[config.mk]
export PLATFORM = sky130hd
export DESIGN_NAME = mem_operand_fetch
export DESIGN_NICKNAME = d
export VERILOG_FILES = /design/src/rtl/mem_operand_fetch.sv
export SDC_FILE = /design/constraint.sdc
export NUM_CORES = 1
export LEC_CHECK = 0
export ABC_AREA = 0
export BUFFER_PORTS_ARGS = -buffer_cell sky130_fd_sc_hd__buf_4
export CORE_MARGIN = 4
export CORE_UTILIZATION = 35
export CTS_CLUSTER_SIZE = 14
export DETAILED_ROUTE_END_ITERATION = 6
export GPL_TIMING_DRIVEN = 0
export SLEW_MARGIN = 25
export SYNTH_ARGS = -nofsm -noshare
export SYNTH_HDL_FRONTEND = slang
export SYNTH_SLANG_ARGS = --single-unit
[constraint.sdc]
create_clock -name mem_clk -period 7.3 [get_ports mem_clk]
set_input_delay 1.825 -clock mem_clk [delete_from_list [all_inputs] [get_ports mem_clk]]
set_output_delay 1.825 -clock mem_clk [all_outputs]
set_load 0.05 [all_outputs]
[src/rtl/mem_operand_fetch.sv]
// mem_operand_fetch: streams operand pairs from the opa/opb RAM banks.
// Optional build macro: MC_STALL_CNT_EN (adds stall_cnt output).
//
// A start command loads the base addresses and a pair count. The block then
// issues one address pair per cycle, tracks the two-cycle RAM read latency,
// and queues the returned pairs in a small FIFO read by a valid/ready stream.
//
// Ports:
//   mem_clk, mem_rst              clock, synchronous active-high reset
//   start, base_addr_opa/opb      command pulse and first addresses
//   count                         number of pairs in the command
//   busy, done                    command in progress / completion pulse
//   mc_address_mem_opa/opb        registered read addresses to the RAM
//   mem_data_out_opa/opb          RAM read data
//   op_valid, op_ready            output stream handshake
//   op_a, op_b, op_last           FIFO head pair and final-pair flag
//   stall_cnt                     valid-but-not-ready cycles (optional)

module mem_operand_fetch #(
  parameter int ADDR_W     = 6,
  parameter int DATA_W     = 128,
  parameter int CNT_W      = 7,
  parameter int FIFO_DEPTH = 4
) (
  input  logic              mem_clk,
  input  logic              mem_rst,
  input  logic              start,
  input  logic [ADDR_W-1:0] base_addr_opa,
  input  logic [ADDR_W-1:0] base_addr_opb,
  input  logic [CNT_W-1:0]  count,
  output logic              busy,
  output logic              done,
  output logic [ADDR_W-1:0] mc_address_mem_opa,
  output logic [ADDR_W-1:0] mc_address_mem_opb,
  input  logic [DATA_W-1:0] mem_data_out_opa,
  input  logic [DATA_W-1:0] mem_data_out_opb,
  output logic              op_valid,
  input  logic              op_ready,
  output logic [DATA_W-1:0] op_a,
  output logic [DATA_W-1:0] op_b,
  output logic              op_last
`ifdef MC_STALL_CNT_EN
  ,
  output logic [15:0]       stall_cnt
`endif
);

  localparam int PW = $clog2(FIFO_DEPTH);
  localparam logic [PW+1:0] DEPTH_V =
    (PW+2)'(FIFO_DEPTH);

  typedef enum logic [1:0] {
    IDLE,
    READ,
    DRAIN
  } state_t;

  state_t state_q, state_d;

  logic [ADDR_W-1:0] nxt_a_q, nxt_b_q;
  logic [CNT_W-1:0]  rem_q;
  logic [1:0]        pv_q, pl_q;

  logic [DATA_W-1:0] fa_q [FIFO_DEPTH];
  logic [DATA_W-1:0] fb_q [FIFO_DEPTH];
  logic [FIFO_DEPTH-1:0] fl_q;
  logic [PW-1:0]     wp_q, rp_q;
  logic [PW:0]       cnt_q;

  logic          accept, pop, push;
  logic          issue, pop_last;
  logic          rem_one;
  logic [PW+1:0] occ;

  assign accept   = start && (state_q == IDLE);
  assign pop      = op_valid && op_ready;
  assign push     = pv_q[1];
  assign pop_last = pop && op_last;
  assign rem_one  = (rem_q == CNT_W'(1));

  // Slots already claimed: queued plus in flight,
  // minus the one leaving this cycle.
  assign occ = {1'b0, cnt_q}
             + (PW+2)'(pv_q[0])
             + (PW+2)'(pv_q[1])
             - (PW+2)'(pop);

  assign issue = (state_q == READ)
              && (rem_q != '0)
              && (occ < DEPTH_V);

  always_comb begin
    state_d = state_q;
    unique case (state_q)
      IDLE:
        if (start && count != '0)
          state_d = READ;
      READ:
        if (issue && rem_one)
          state_d = DRAIN;
      DRAIN:
        if (pop_last)
          state_d = IDLE;
      default:
        state_d = IDLE;
    endcase
  end

  always_ff @(posedge mem_clk) begin
    if (mem_rst) begin
      state_q            <= IDLE;
      nxt_a_q            <= '0;
      nxt_b_q            <= '0;
      rem_q              <= '0;
      mc_address_mem_opa <= '0;
      mc_address_mem_opb <= '0;
      pv_q               <= '0;
      pl_q               <= '0;
      wp_q               <= '0;
      rp_q               <= '0;
      cnt_q              <= '0;
      done               <= 1'b0;
    end else begin
      state_q <= state_d;
      done    <= (accept && count == '0)
              || pop_last;
      if (accept) begin
        nxt_a_q <= base_addr_opa;
        nxt_b_q <= base_addr_opb;
        rem_q   <= count;
      end
      if (issue) begin
        mc_address_mem_opa <= nxt_a_q;
        mc_address_mem_opb <= nxt_b_q;
        nxt_a_q <= nxt_a_q + ADDR_W'(1);
        nxt_b_q <= nxt_b_q + ADDR_W'(1);
        rem_q   <= rem_q - CNT_W'(1);
      end
      pv_q <= {pv_q[0], issue};
      pl_q <= {pl_q[0], issue && rem_one};
      if (push)
        wp_q <= wp_q + PW'(1);
      if (pop)
        rp_q <= rp_q + PW'(1);
      cnt_q <= cnt_q
             + (PW+1)'(push)
             - (PW+1)'(pop);
    end
  end

  always_ff @(posedge mem_clk) begin
    if (push) begin
      fa_q[wp_q] <= mem_data_out_opa;
      fb_q[wp_q] <= mem_data_out_opb;
      fl_q[wp_q] <= pl_q[1];
    end
  end

  assign busy     = (state_q != IDLE);
  assign op_valid = (cnt_q != '0);
  assign op_a     = op_valid ? fa_q[rp_q] : '0;
  assign op_b     = op_valid ? fb_q[rp_q] : '0;
  assign op_last  = op_valid && fl_q[rp_q];

`ifdef MC_STALL_CNT_EN
  always_ff @(posedge mem_clk) begin
    if (mem_rst || accept)
      stall_cnt <= '0;
    else if (op_valid && !op_ready
             && stall_cnt != 16'hFFFF)
      stall_cnt <= stall_cnt + 16'd1;
  end
`endif

endmodule
==> impl_metrics.yaml <==
run_status:
  status: "finished, final reports clean"
drt:
  via_per_inst: 4.904
  vias: 20690
  routed_wl_um: 101400
  firstDrtPassIters: 5
  drc: 0
  drtIter0Drc: 1379
  ant_nets: 0
  post_drt_wl_per_cell_um: 24.04
cells_and_area:
  fillCellCount: 9937
  finish.utilization_pct: 44.25
  drive_above_1_share_pct: 39.05
  area_growth_pct: 25.60
  nNetsFinal: 2883
critical_path:
  worstSetupEndpointType: "primary output"
  cp_data_required_time_ns: 5.48
  cp_common_cell: "clkbuf_1"
  crit_slowest_cell: "clkbuf_1"
  cp_cell_sequence: "or3_1 -> clkbuf_1 -> clkbuf_2 -> clkbuf_1 -> and2_1 -> buf_4"
  worst_ep_arrival_time_ns: 3.78
  crit_fanout: 10
  slowest_delay_ns: 0.77
  startpoint_type: "register"
  path_class: "reg2out"
cts:
  h-tree-depth: 3
  cts_hold_buf: 0
  cts_tree: "built"
  post_cts_resized: 0
  cts_root_buf: "clkbuf_16"
  cts_buffer_depth: 3
  cts.sinks: 1075
  clk_pin_slew_ns: 0.06
  post_cts_buffers: 0
  cts_buffers: 114
  insertion_delay_ns: 0.69
floorplan:
  initial_utilization_pct: 35.23
  die-width_um: 350.0
  die_h_um: 350.0
  ios: 551
  rows: 125
  dieArea_sq_um: 122500
  core-area_sq_um: 116200
global_routing:
  grt_max_degree: 43
  grt_pass1_vias: 21980
  grt_util_all_layers_pct: 16.26
  grt-ovfl-total: 0
  grt_pass1_wl_um: 147300
  antenna_found_initial: 11
worst_hold_path:
  hold_class: "reg2reg"
timing:
  final_hold_viol_count: 0
  relSlewSlack_pct: 31.62
  worstMarginPinSlew_ns: 1.026
  post-route-period-util_pct: 76.77
  setup_tns_ns: 0
  fin_ws_ns: 1.696
  rsz0062_at_grt: "false"
  fin_skew_ns: 0.01467
  drv_slew: 0
  fmax_ghz: 0.1784
  setup_viol: 0
  finalCriticalPeriod_ns: 5.604
flow_run:
  cap_violations: 0
logic_synthesis:
  async_reset_ff_share_pct: 0
  synth_compound_area_share_pct: 0.9688
  synth_cells: 1897
  synth_nets: 2190
  synth_warnings: 0
  ys_seq_area_share_pct: 77.70
  ys_ff_latch: 1075
  synth_edf_count: 1028
  synthAdderAreaFrac_pct: 0.4462
  synth-xor-area-share_pct: 0.1070
  synth_top_family_by_area: "multiplexers"
  syn_area_sq_um: 40940
  yosys_most_used_dff: "edfxtp_1"
  yosysUniqueCellTypes: 46
  synth.area.mux_share_pct: 14.19
  syn_area_per_cell_sq_um: 21.58
  yosys.area_share.simple_pct: 5.406
power:
  vdd_drop_max_mv: 0.3063
  power.density_nw_per_um2: 395.3
  p_leak_uw: 0.01719
placed_design:
  dp_worst_setup_slack_ns: 2.318
  gp_congestion: 0.8277
  io_buffers: 550
  dp_hpwl_um: 70140
==> power by group <==
part / internal (uW) / switching, uW / leakage [uW]
logic: 2530 / 5160 / 0.00576
clock network: 3370 / 2320 / 0.00180
registers: 6890 / 57.3 / 0.00962
total: 12800 / 7540 / 0.0172
==> stage by stage <==
stage / instance area, sq um / instances / hold WS [ns] / total power [uW]
2_1_floorplan: 40940 / 1897 / 0.4138 / 12280
3_3_place_gp: 46980 / 3971 / 0.4432 / 14900
6_report: 51420 / 4218 / 0.4592 / 20330
4_1_cts: 51400 / 4208 / 0.4627 / 20650
5_1_grt: 51400 / 4211 / 0.4844 / 21170
3_5_place_dp: 47690 / 3998 / 0.4483 / 14910
==> final cells by class <==
| type | instances | area [sq um] | share of cell area, % |
|---|---|---|---|
| Timing Repair Buffer | 577 | 4827 | 9.387 |
| Buffer | 102 | 452.9 | 0.8808 |
| Clock buffer | 144 | 3007 | 5.847 |
| Inverter | 10 | 37.54 | 0.07300 |
| Tap cell | 1524 | 1907 | 3.708 |
| Clock inverter | 66 | 700.7 | 1.363 |
| Antenna cell | 10 | 25.02 | 0.04866 |
| Sequential cell | 1075 | 31810 | 61.86 |
| Multi-Input combinational cell | 710 | 8655 | 16.83 |
==> metal layers <==
metal	wire, um	global-route usage [%]
met1	38860	19.64
met2	52760	28.54
met3	7438	4.482
met4	2302	4.772
met5	40	0
==> layout by cell type, fill, tap and decap left out, types with 10 or more instances in the layout <==
master and count:
clkinv_2 15, diode_2 10, buf_1 15, or3_1 12, buf_4 554, inv_1 10, clkbuf_1 76, bufinv_16 13
nand2_1 39, a21oi_1 19, edfxtp_1 1028, mux4_2 257, nand3_1 19, nor2_1 18, buf_16 21, clkinv_1 24
buf_2 28, clkbuf_16 115, ha_1 13, dfxtp_1 47, and2_1 257, a31oi_1 12
==> worst max-delay path, delay by kind of cell (launching register included) <==
kind,cells,cell delay [ns]
flip-flops,1,0.41
AND/OR/NAND/NOR,2,0.43
buffers and inverters,4,2.21
==> flip-flops by register name (all words and copies together) (netlist names), 3 cells and up, named ones only <==
register and flops:
nxt_a_q 6, rem_q 7, fb_q 512, mc_address_mem_opb 6, fl_q 4, nxt_b_q 6
mc_address_mem_opa 6, cnt_q 3, fa_q 512
==> cells in the mapped netlist (2+ instances only) <==
cell       count  share of area (%)
a21oi_1       19               0.23
a21oi_2        2              0.043
a22oi_1        3              0.055
a2bb2oi_1      2              0.043
a31oi_1       12               0.18
a32oi_1        6               0.13
and2_1       261                4.0
buf_1         15               0.14
buf_2         28               0.34
buf_4          4              0.073
buf_6          2              0.055
clkbuf_1      53               0.49
dfxtp_1       47                2.3
edfxtp_1    1028                 75
ha_1          13               0.40
inv_1         10              0.092
mux2i_1        2              0.049
mux4_2       257                 14
nand2_1       39               0.36
nand2b_1       4              0.061
nand3_1       19               0.23
nand3b_1       2              0.037
nor2_1        18               0.17
nor2b_1        3              0.046
nor3_1         4              0.049
o211ai_1       4              0.073
o31a_1         2              0.043
or2_2          4              0.061
or3_1         12               0.18
or4_1          3              0.055
xor2_1         4              0.086
==> logic make-up (layout without fill, tap and decap cells) <==
group           after synthesis  count (layout)
flops                      1075            1075
other cells                   0              10
buf+inv                     112             899
xor+xnor                      5               5
simple gates                377             377
fa+ha+maj                    14              14
mux                         259             259
compound gates               55              55
==> path summary, 6_finish.rpt <==
path	startpoint	end	slack, ns	cells past startpoint
setup / recovery	cnt_q[1]	op_a[91]	1.70	6
hold / removal	pl_q[0]	pl_q[1]	0.46	1
setup reg to reg	cnt_q[1]	state_q[0]	3.57	11
hold reg to reg	pl_q[0]	pl_q[1]	0.46	1
(Power assumes the default switching activity.)
